### src/rtl/ex_pkg.sv
// Shared definitions for the execute-stage result buffer: widths, flag bit
// positions, the stored entry layout and the occupancy state encoding.
package ex_pkg;

  localparam int DATA_W = 16;
  localparam int REG_AW = 4;

  localparam int FLAG_Z = 0;
  localparam int FLAG_N = 1;

  typedef struct packed {
    logic [DATA_W-1:0] result;
    logic [REG_AW-1:0] dst;
    logic              wren;
    logic [1:0]        flags;
  } ex_entry_t;

  typedef enum logic [1:0] {
    EMPTY = 2'd0,
    ONE   = 2'd1,
    FULL  = 2'd2
  } ex_state_t;

  // Head value seen on Out_* straight after reset: zero result, so only Z set.
  function automatic ex_entry_t entry_reset();
    ex_entry_t e;
    e.result = '0;
    e.dst    = '0;
    e.wren   = 1'b0;
    e.flags  = 2'b01;
    return e;
  endfunction

endpackage

### src/rtl/ex_result_buffer_if.sv
// Upstream/downstream handshake bundle of the execute-stage result buffer.
// master: the surrounding pipeline (drives In_*, Out_Ready).
// slave : the buffer itself.
// With EX_FWD_EN defined the bundle also carries the decode bypass outputs.
interface ex_result_buffer_if;
  import ex_pkg::*;

  logic              In_Valid;
  logic              In_Ready;
  logic [DATA_W-1:0] In_Result;
  logic [REG_AW-1:0] In_Dst;
  logic              In_WrEn;

  logic              Out_Valid;
  logic              Out_Ready;
  logic [DATA_W-1:0] Out_Result;
  logic [REG_AW-1:0] Out_Dst;
  logic              Out_WrEn;
  logic [1:0]        Out_Flags;

`ifdef EX_FWD_EN
  logic              Fwd_Valid;
  logic [REG_AW-1:0] Fwd_Dst;
  logic [DATA_W-1:0] Fwd_Result;

  modport master (
    output In_Valid, In_Result, In_Dst, In_WrEn, Out_Ready,
    input  In_Ready, Out_Valid, Out_Result, Out_Dst, Out_WrEn, Out_Flags,
    input  Fwd_Valid, Fwd_Dst, Fwd_Result
  );

  modport slave (
    input  In_Valid, In_Result, In_Dst, In_WrEn, Out_Ready,
    output In_Ready, Out_Valid, Out_Result, Out_Dst, Out_WrEn, Out_Flags,
    output Fwd_Valid, Fwd_Dst, Fwd_Result
  );
`else
  modport master (
    output In_Valid, In_Result, In_Dst, In_WrEn, Out_Ready,
    input  In_Ready, Out_Valid, Out_Result, Out_Dst, Out_WrEn, Out_Flags
  );

  modport slave (
    input  In_Valid, In_Result, In_Dst, In_WrEn, Out_Ready,
    output In_Ready, Out_Valid, Out_Result, Out_Dst, Out_WrEn, Out_Flags
  );
`endif

endinterface

### src/rtl/ex_flag_gen.sv
// Combinational {N,Z} flag generation for one result word.
module ex_flag_gen
  import ex_pkg::*;
(
  input  logic [DATA_W-1:0] result_i,
  output logic [1:0]        flags_o
);

  // Z when the whole word is zero, N from the sign bit.
  always_comb begin
    flags_o         = 2'b00;
    flags_o[FLAG_Z] = (result_i == '0);
    flags_o[FLAG_N] = result_i[DATA_W-1];
  end

endmodule

### src/rtl/ex_result_buffer.sv
// Execute-stage two-entry skid buffer between the ALU/shifter and the memory
// stage. Results are stored with destination, write enable and {N,Z} flags
// computed at capture time, and leave in strict FIFO order one cycle after
// capture at the earliest. Flush discards everything held.
// Optional feature macro: EX_FWD_EN adds the Fwd_* bypass outputs.
module ex_result_buffer
  import ex_pkg::*;
(
  input  logic               clk,
  input  logic               rst_n,
  input  logic               Flush,
  ex_result_buffer_if.slave  bus
);

  ex_state_t  state_q, state_d;
  ex_entry_t  head_q,  head_d;
  ex_entry_t  tail_q,  tail_d;
  ex_entry_t  in_entry;
  logic [1:0] in_flags;
  logic       push;
  logic       pop;

  ex_flag_gen u_flag_gen (
    .result_i (bus.In_Result),
    .flags_o  (in_flags)
  );

  // Handshake depends on the occupancy register only, never on Out_Ready,
  // so the upstream ready path stays short.
  assign bus.In_Ready  = (state_q != FULL);
  assign bus.Out_Valid = (state_q != EMPTY);

  assign push = bus.In_Valid  & bus.In_Ready;
  assign pop  = bus.Out_Valid & bus.Out_Ready;

  // Assemble the entry that would be captured this cycle.
  always_comb begin
    in_entry.result = bus.In_Result;
    in_entry.dst    = bus.In_Dst;
    in_entry.wren   = bus.In_WrEn;
    in_entry.flags  = in_flags;
  end

  // Occupancy and entry next-state; flush wins over any push/pop and leaves
  // the head contents as they were (Out_* hold while not valid).
  always_comb begin
    state_d = state_q;
    head_d  = head_q;
    tail_d  = tail_q;
    if (Flush) begin
      state_d = EMPTY;
    end else begin
      case (state_q)
        EMPTY: begin
          if (push) begin
            head_d  = in_entry;
            state_d = ONE;
          end
        end
        ONE: begin
          if (push && pop) begin
            head_d  = in_entry;
          end else if (push) begin
            tail_d  = in_entry;
            state_d = FULL;
          end else if (pop) begin
            state_d = EMPTY;
          end
        end
        FULL: begin
          if (pop) begin
            head_d  = tail_q;
            state_d = ONE;
          end
        end
        default: begin
          state_d = EMPTY;
        end
      endcase
    end
  end

  // Occupancy register.
  always_ff @(posedge clk or negedge rst_n) begin
    if (!rst_n) begin
      state_q <= EMPTY;
    end else begin
      state_q <= state_d;
    end
  end

  // Head entry drives Out_*, so it carries a defined reset value.
  always_ff @(posedge clk or negedge rst_n) begin
    if (!rst_n) begin
      head_q <= entry_reset();
    end else begin
      head_q <= head_d;
    end
  end

  // Tail entry is only read once it has been written, so it needs no reset.
  always_ff @(posedge clk) begin
    tail_q <= tail_d;
  end

  assign bus.Out_Result = head_q.result;
  assign bus.Out_Dst    = head_q.dst;
  assign bus.Out_WrEn   = head_q.wren;
  assign bus.Out_Flags  = head_q.flags;

`ifdef EX_FWD_EN
  // Youngest held writer from registered state: tail when it writes back,
  // otherwise head; nothing once the buffer is empty (including after Flush).
  always_comb begin
    bus.Fwd_Valid  = 1'b0;
    bus.Fwd_Dst    = '0;
    bus.Fwd_Result = '0;
    if (state_q == FULL && tail_q.wren) begin
      bus.Fwd_Valid  = 1'b1;
      bus.Fwd_Dst    = tail_q.dst;
      bus.Fwd_Result = tail_q.result;
    end else if (state_q != EMPTY && head_q.wren) begin
      bus.Fwd_Valid  = 1'b1;
      bus.Fwd_Dst    = head_q.dst;
      bus.Fwd_Result = head_q.result;
    end
  end
`endif

endmodule
### src/flat_wrapper.sv
// flat-port wrapper written by rule: the top's interface ports become plain ports
module ex_result_buffer_flat import ex_pkg::*;
  (clk, rst_n, Flush, bus_In_Valid, bus_In_Result, bus_In_Dst, bus_In_WrEn, bus_Out_Ready, bus_In_Ready, bus_Out_Valid, bus_Out_Result, bus_Out_Dst, bus_Out_WrEn, bus_Out_Flags);
  ex_result_buffer_if bus_i ();
  input  logic clk;
  input  logic rst_n;
  input  logic Flush;
  input wire logic [$bits(bus_i.In_Valid)-1:0] bus_In_Valid;
  input wire logic [$bits(bus_i.In_Result)-1:0] bus_In_Result;
  input wire logic [$bits(bus_i.In_Dst)-1:0] bus_In_Dst;
  input wire logic [$bits(bus_i.In_WrEn)-1:0] bus_In_WrEn;
  input wire logic [$bits(bus_i.Out_Ready)-1:0] bus_Out_Ready;
  output wire logic [$bits(bus_i.In_Ready)-1:0] bus_In_Ready;
  output wire logic [$bits(bus_i.Out_Valid)-1:0] bus_Out_Valid;
  output wire logic [$bits(bus_i.Out_Result)-1:0] bus_Out_Result;
  output wire logic [$bits(bus_i.Out_Dst)-1:0] bus_Out_Dst;
  output wire logic [$bits(bus_i.Out_WrEn)-1:0] bus_Out_WrEn;
  output wire logic [$bits(bus_i.Out_Flags)-1:0] bus_Out_Flags;
  assign bus_i.In_Valid = bus_In_Valid;
  assign bus_i.In_Result = bus_In_Result;
  assign bus_i.In_Dst = bus_In_Dst;
  assign bus_i.In_WrEn = bus_In_WrEn;
  assign bus_i.Out_Ready = bus_Out_Ready;
  assign bus_In_Ready = bus_i.In_Ready;
  assign bus_Out_Valid = bus_i.Out_Valid;
  assign bus_Out_Result = bus_i.Out_Result;
  assign bus_Out_Dst = bus_i.Out_Dst;
  assign bus_Out_WrEn = bus_i.Out_WrEn;
  assign bus_Out_Flags = bus_i.Out_Flags;
  ex_result_buffer u_core (.clk(clk), .rst_n(rst_n), .Flush(Flush), .bus(bus_i));
endmodule
### config.mk
export PLATFORM = sky130hd
export DESIGN_NAME = ex_result_buffer_flat
export DESIGN_NICKNAME = d
export VERILOG_FILES = /design/src/rtl/ex_pkg.sv /design/src/rtl/ex_result_buffer_if.sv /design/src/rtl/ex_flag_gen.sv /design/src/rtl/ex_result_buffer.sv /design/src/flat_wrapper.sv
export SDC_FILE = /design/constraint.sdc
export NUM_CORES = 1
export LEC_CHECK = 0
export CAP_MARGIN = 25
export CORE_MARGIN = 4
export CORE_UTILIZATION = 49
export DETAILED_ROUTE_END_ITERATION = 16
export PLACE_DENSITY = 0.76
export SETUP_SLACK_MARGIN = 0.4
export SLEW_MARGIN = 20
export SYNTH_ARGS = -nofsm -noshare
export SYNTH_HDL_FRONTEND = slang
export SYNTH_HIERARCHICAL = 1
export SYNTH_SLANG_ARGS = --single-unit
### constraint.sdc
create_clock -name clk -period 1.9 [get_ports clk]
set_input_delay 0.19 -clock clk [delete_from_list [all_inputs] [get_ports clk]]
set_output_delay 0.19 -clock clk [all_outputs]
set_load 0.05 [all_outputs]
==> metrics.md, run 1 <==
| Metric | Value |
|---|---|
| I/O Buffers | 50 |
| Overall die width | 73.8 um |
| Synthesized area per cell | 17.7 um2 |
| Status | complete, no violations |
| CP arrival | 1880 ps |
| Clock Latency Late Sink | 300 ps |
| Endpoints failing setup | 0 |
| Fin. Hold Viols | 0 |
| Most numerous cell in the Yosys netlist | mux2_2 |
| Synth Cell Area | 0.00212 mm2 |
| Area growth syn-to-layout | 39.6% |
| CTS Sinks | 48 |
| Commonest cells post-synth | 26 x mux2_2, 24 x dfrtp_1, 23 x edfxtp_1, 20 x mux2_4, 5 x buf_6 |
| WP data required | 2090 ps |
| FILL cells | 276 |
| Critical Path Source Type | register |
| Reg2reg start | u_core/state_q[1]$_DFFE_PN0P_ |
| Dominant cell type by area after synthesis | edfxtp_1 |
| Area of the core | 0.00409 mm2 |
| First-pass GRT wire length | 6930 um |
| Detail Route Antenna Nets | 0 |
| Vias per inst | 5.27 |
| Worst hold slack | 265 ps |
| Total placed cells including tap cells | 220 |
| Pwr/cell area | 978 mW/mm2 |
| Fin area | 0.00296 mm2 |
| Worst path max stage delay | 420 ps |
| TNS Setup | 0 ps |
| Fin. max-slew vios | 0 |
| Delay-heaviest family, CP | flip-flops |
| Cell Chain, Critical Path | and2b_4 -> nand2b_4 -> a21oi_4 -> buf_6 -> buf_12 -> mux2_2 |
| TritonCTS Buffers | 5 |
| Layout Nets | 214 |
| Critical path class | reg2reg |
| Fraction of the cycle the final worst path needs | 89.2% |
| DR pass1 iterations | 4 |
| CTS root buffer | clkbuf_8 |
| Crit path buf inv count | 2 |
| Top FF cell, synth | dfrtp_1 |
| Worst Max-Slew Pin Slew | 510 ps |
| GR Overflow Total | 0 |
| DR WL/cell | 18.6 um |
| Leakage power | 1.20 nW |
| H-tree Lvls | 2 |
| Worst setup EP type | register |
| Ys async rst share | 52.1% |
| Deepest clock path buffer count | 2 |
| Synth cell types | 22 |
| Cell Count, Final, Fillers Out | 239 |
| Post-DP HPWL | 2900 um |
| Worst VDD drop | 0.640 mV |
| Ports | 51 |
| Reg clk slew, reported paths | 90 ps |
| Core Util, Final | 72.4% |
| Vias | 1259 |
| Synth Register Bits | 48 |
| Peak Freq | 590 MHz |
| Vias in the first global route | 1378 |
| Global Route Usage Sum | 17.2% |
| Worst-path cell with the longest stage delay | dfrtp_1 |
| Clk_skew | 6.15 ps |
| Antenna violations before repair | 0 |
| Routability congestion estimate | 0.792 |
| # rows | 23 |
| Drt first-iter violations | 80 |
| Warnings, synthesis | 6 |
| Worst reg2reg endpoint | u_core/bus.Out_Result[8]$_DFFE_PN0P_ |
| Top-area cell type share of the netlist area | 32.6% |
| Type of the tightest min-delay check | in2async |
| Dominant cells by area after synthesis | edfxtp_1 33%, dfrtp_1 28%, mux2_4 14%, mux2_2 14%, buf_6 2.7% |
| Synth Instances | 120 |
| Critical path fanouts, max | 5 |
| EDFF count, synth | 23 |
| Maxcap violations | 0 |
| Starting Density | 51.9% |
| Seq/Total Area, Yosys | 62.2% |
| DRC Markers | 0 |
| Dpl cell area | 0.00271 mm2 |
| Die ar. | 0.00544 mm2 |
| Share of cells above drive strength 1 | 44.4% |
| Slew HR | 66.1% |
| Tmin final | 1690 ps |
| Depth of the worst register-to-register path | 6 |
| Clock tree from TritonCTS | yes |
| Height of the die | 73.8 um |
| R2r setup slk | 210 ps |
| Mapped Nets | 146 |
| Final WL | 4440 um |
| Diodes inserted | 0 |
| Largest net degree at the start of global routing | 26 |
| Unrepaired setup endpoints after global routing | true |
## cell usage in the layout (no fill, tap or decap), types with 3 or more instances in the layout
master and instances:
clkbuf_8 5, buf_4 7, dfrtp_1 23, nor4_1 4
buf_12 4, buf_6 5, dlygate4sd2_1 22, nor2_1 3
edfxtp_1 23, mux2_2 24, clkdlybuf4s50_1 25, mux2_4 22
## where the power goes
| part | internal [mW] | switching, mW |
|---|---|---|
| Sequential | 1.20 | 0.0628 |
| Combinational | 0.365 | 0.528 |
| Clock | 0.396 | 0.344 |
## logic make-up after synthesis
logic type      count (synthesis)  share of synthesized area [%]
compound gates                  4                           2.13
buf+inv                         7                           3.19
flops                          48                           62.2
mux                            47                           28.5
simple gates                   14                           4.07
## worst max path at each step
| stage | start | endpoint | slack (ps) | depth (start not counted) |
|---|---|---|---|---|
| floorplan | u_core/state_q[1]$_DFFE_PN0P_ | u_core/bus.Out_Dst[0]$_DFFE_PN0P_ | 350 | 5 |
| global placement | bus_In_Valid | u_core/bus.Out_Result[15]$_DFFE_PN0P_ | 50 | 6 |
| global route | u_core/state_q[1]$_DFFE_PN0P_ | u_core/bus.Out_Result[8]$_DFFE_PN0P_ | 150 | 6 |
| finish | u_core/state_q[1]$_DFFE_PN0P_ | u_core/bus.Out_Result[8]$_DFFE_PN0P_ | 210 | 6 |
| CTS | u_core/state_q[0]$_DFFE_PN0P_ | bus_Out_Valid | 220 | 2 |
| detailed placement | bus_In_Valid | u_core/bus.Out_Result[15]$_DFFE_PN0P_ | 10 | 6 |
## cell type report
| type | count | area, um2 | share of cell area, % |
|---|---|---|---|
| Tap cell | 50 | 62.6 | 2.12 |
| Inverter | 1 | 3.75 | 0.127 |
| Clock buffer | 5 | 68.8 | 2.33 |
| Sequential cell | 48 | 1320 | 44.6 |
| Timing Repair Buffer | 67 | 701 | 23.7 |
| Multi-Input combinational cell | 65 | 757 | 25.6 |
| Clock inverter | 3 | 46.3 | 1.57 |
## flip-flops by register name (all words and copies together) (netlist names)
name / flops
u_core/bus.Out_WrEn: 1
u_core/bus.Out_Dst: 4
u_core/tail_q: 23
u_core/bus.Out_Flags: 2
u_core/bus.Out_Result: 16
u_core/state_q: 2
## through the flow
| step | worst slack (ps) | power (mW) |
|---|---|---|
| floorplan | 351 | 1.86 |
| global placement | 54.9 | 2.18 |
| detailed placement | 12.1 | 2.20 |
| CTS | 224 | 2.91 |
| global route | 149 | 3.01 |
| finish | 206 | 2.89 |
## routing by layer
metal | global-route usage [%] | up-vias | share of wire [%]
met5 | 0 | - | 0
li1 | - | 582 | -
met1 | 21.5 | 624 | 44
met4 | 7.04 | 0 | 1.8
met2 | 28.6 | 42 | 49
met3 | 3.97 | 11 | 5.3
## repair_timing
item | 4_1_cts | 5_1_grt
buffers inserted | 7 | 2
setup endpoints to repair | 48 | 25
hold buffers | 0 | 0
pin swaps | 2 | 1
cloned | 1 | 1
resized for setup | 37 | 5
(Power assumes the default switching activity.)
==> inputs of run 2 (changes only) <==
CORE_UTILIZATION = 60   (was 49)
DONT_BUFFER_PORTS = 1   (was unset)
PLACE_DENSITY = 0.73   (was 0.76)
==> metrics.md, run 2 (synthesized netlist as in run 1, its figures left out) <==
| Metric | Value |
|---|---|
| DR pass1 iterations | 4 (unchanged) |
| TritonCTS Buffers | 5 (unchanged) |
| Worst setup EP type | register |
| Peak Freq | 580 MHz (-1.7%) |
| Overall die width | 67.4 um (-8.6%) |
| Starting Density | 63.0% (+11 points) |
| Reg2reg start | u_core/state_q[1]$_DFFE_PN0P_ |
| Worst path max stage delay | 440 ps (+20 ps) |
| Worst Max-Slew Pin Slew | 519 ps (+9.11 ps) |
| CTS root buffer | clkbuf_4 |
| Clk_skew | 8.35 ps (+2.20 ps) |
| Unrepaired setup endpoints after global routing | true |
| Largest net degree at the start of global routing | 26 (unchanged) |
| Depth of the worst register-to-register path | 6 (unchanged) |
| Area of the core | 0.00336 mm2 (-18%) |
| Type of the tightest min-delay check | in2reg |
| Clock Latency Late Sink | 360 ps (+60 ps) |
| Fin. Hold Viols | 0 (unchanged) |
| Most frequent CP cell | buf_12 |
| DRC Markers | 0 (unchanged) |
| Clock tree from TritonCTS | yes |
| Min-Delay Startpoint | bus_In_Result[5] |
| Most common cell after layout, fill and taps aside | mux2_4 |
| FILL cells | 175 (-37%) |
| Post-DP HPWL | 2480 um (-14%) |
| Deepest clock path buffer count | 2 (unchanged) |
| Final WL | 4890 um (+10%) |
| Tmin final | 1720 ps (+29.6 ps) |
| Cell Chain, Critical Path | and2b_2 -> o21ai_4 -> a21oi_4 -> buf_12 -> buf_12 -> mux2_4 |
| CTS Sinks | 48 (unchanged) |
| Antenna violations before repair | 0 (unchanged) |
| Slew HR | 65.4% (-0.74 points) |
| Crit path to | u_core/bus.Out_Flags[1]$_DFFE_PN0P_ |
| Vias | 1192 (-5.3%) |
| Fraction of the cycle the final worst path needs | 90.7% (+1.6 points) |
| GR Overflow Total | 0 (unchanged) |
| Detail Route Antenna Nets | 0 (unchanged) |
| Share of cells above drive strength 1 | 49.4% (+4.9 points) |
| TNS Setup | 0 ps (unchanged) |
| H-tree Lvls | 2 (unchanged) |
| Vias per inst | 5.73 (+8.8%) |
| Diodes inserted | 0 (unchanged) |
| Worst-path cell with the longest stage delay | dfrtp_1 |
| Maxcap violations | 0 (unchanged) |
| CP arrival | 1980 ps (+100 ps) |
| Ports | 51 (unchanged) |
| Critical Path Source Type | register |
| I/O Buffers | 0 (-100%) |
| R2r setup slk | 180 ps (-30 ps) |
| Leakage power | 1.09 nW (-9.4%) |
| Critical path fanouts, max | 7 (+2) |
| # rows | 21 (-8.7%) |
| Endpoints failing setup | 0 (unchanged) |
| Worst VDD drop | 0.672 mV (+5.0%) |
| Fin. max-slew vios | 0 (unchanged) |
| Largest Register | u_core/tail_q |
| Fin area | 0.00278 mm2 (-5.9%) |
| DR WL/cell | 23.5 um (+26%) |
| Status | complete, no violations |
| Worst reg2reg endpoint | u_core/bus.Out_Flags[1]$_DFFE_PN0P_ |
| Max FFs per register | 23 (unchanged) |
| Dpl cell area | 0.00216 mm2 (-20%) |
| CP Launch Point | u_core/state_q[1]$_DFFE_PN0P_ |
| Global Route Usage Sum | 20.6% (+3.3 points) |
| Routability congestion estimate | 0.649 (-18%) |
| Critical path class | reg2reg |
| Drt first-iter violations | 63 (-21%) |
| Vias in the first global route | 1282 (-7.0%) |
| First-pass GRT wire length | 6710 um (-3.1%) |
| Area growth syn-to-layout | 31.3% |
| WP data required | 2160 ps (+70 ps) |
| Commonest cells after routing, fill and taps aside | 25 x mux2_4, 24 x dlygate4sd3_1, 23 x dfrtp_1, 23 x edfxtp_1, 21 x mux2_2 |
| Die ar. | 0.00455 mm2 (-16%) |
| Layout Nets | 187 (-13%) |
| Pwr/cell area | 953 mW/mm2 (-2.6%) |
| Height of the die | 67.4 um (-8.6%) |
| Reg clk slew, reported paths | 150 ps (+60 ps) |
==> run 2: cell count changes in the layout (fill, tap and decap cells not counted), moves of 4 or more <==
cell / change
dlygate4sd3_1: +24
clkbuf_8: -5
buf_6: -5
buf_4: -4
clkbuf_4: +5
clkdlybuf4s50_1: -25
dlygate4sd2_1: -22
==> run 2: per-stage QoR <==
step	cells	util (%)	total power, mW	hold WS [ps]	setup WS, ps
final	208	82.7	2.65	87.5	176
after global routing	208	82.7	2.74	63.7	147
after CTS	199	76.3	2.60	40.4	227
after detailed placement	164	64.1	1.91	-105	197
after global placement	164	64.1	1.90	-105	272
after floorplan	120	-	1.86	-106	351
==> run 2: area by class of cell <==
class | instances | area, um2 | share of cell area [%]
Clock buffer | 5 | 37.5 | 1.35
Tap cell | 46 | 57.6 | 2.07
Sequential cell | 48 | 1320 | 47.4
Clock inverter | 3 | 46.3 | 1.66
Inverter | 1 | 6.26 | 0.225
Multi-Input combinational cell | 65 | 771 | 27.7
Timing Repair Buffer | 40 | 546 | 19.6
==> run 2: repair_timing <==
action,in CTS,in global routing
hold buffers,25,0
pin swaps,0,2
gates cloned,1,4
endpoints found under the hold margin,49,0
setup endpoints to repair,47,48
setup buffers,1,5
gates resized for setup,7,13
==> run 2: power breakdown <==
group	switching [mW]	internal (mW)	total (mW)	leakage [nW]
clock network	0.346	0.282	0.628	0.0418
logic	0.125	0.268	0.394	0.549
registers	0.440	1.19	1.63	0.500
total	0.911	1.74	2.65	1.09
==> run 2: worst min path at each step <==
stage                                            to  slack (ps)  cells after the start
6_report       u_core/bus.Out_Result[5]$_DFFE_PN0P_          90                      2
5_1_grt        u_core/bus.Out_Result[5]$_DFFE_PN0P_          60                      2
4_1_cts               u_core/state_q[0]$_DFFE_PN0P_          40                      3
3_5_place_dp   u_core/bus.Out_Result[7]$_DFFE_PN0P_        -100                      0
3_3_place_gp   u_core/bus.Out_Result[4]$_DFFE_PN0P_        -100                      0
2_1_floorplan     u_core/bus.Out_Dst[0]$_DFFE_PN0P_        -110                      0
==> run 2: layer usage <==
metal / GRT usage (%) / wire (um) / vias to the layer above
met5: 0 / 0 / -
met4: 5.32 / 48 / 0
met3: 6.32 / 343 / 7
met2: 33.5 / 2460 / 45
met1: 26.9 / 2040 / 613
li1: - / - / 527
==> run 2: worst max-delay path: cells and delay by family (launching register included) <==
kind                   cells  cell delay (ps)
AOI/OAI and AO/OA          2              250
and+or+nand+nor            1              330
muxes                      1              310
buffers and inverters      2              290
DFF                        1              440
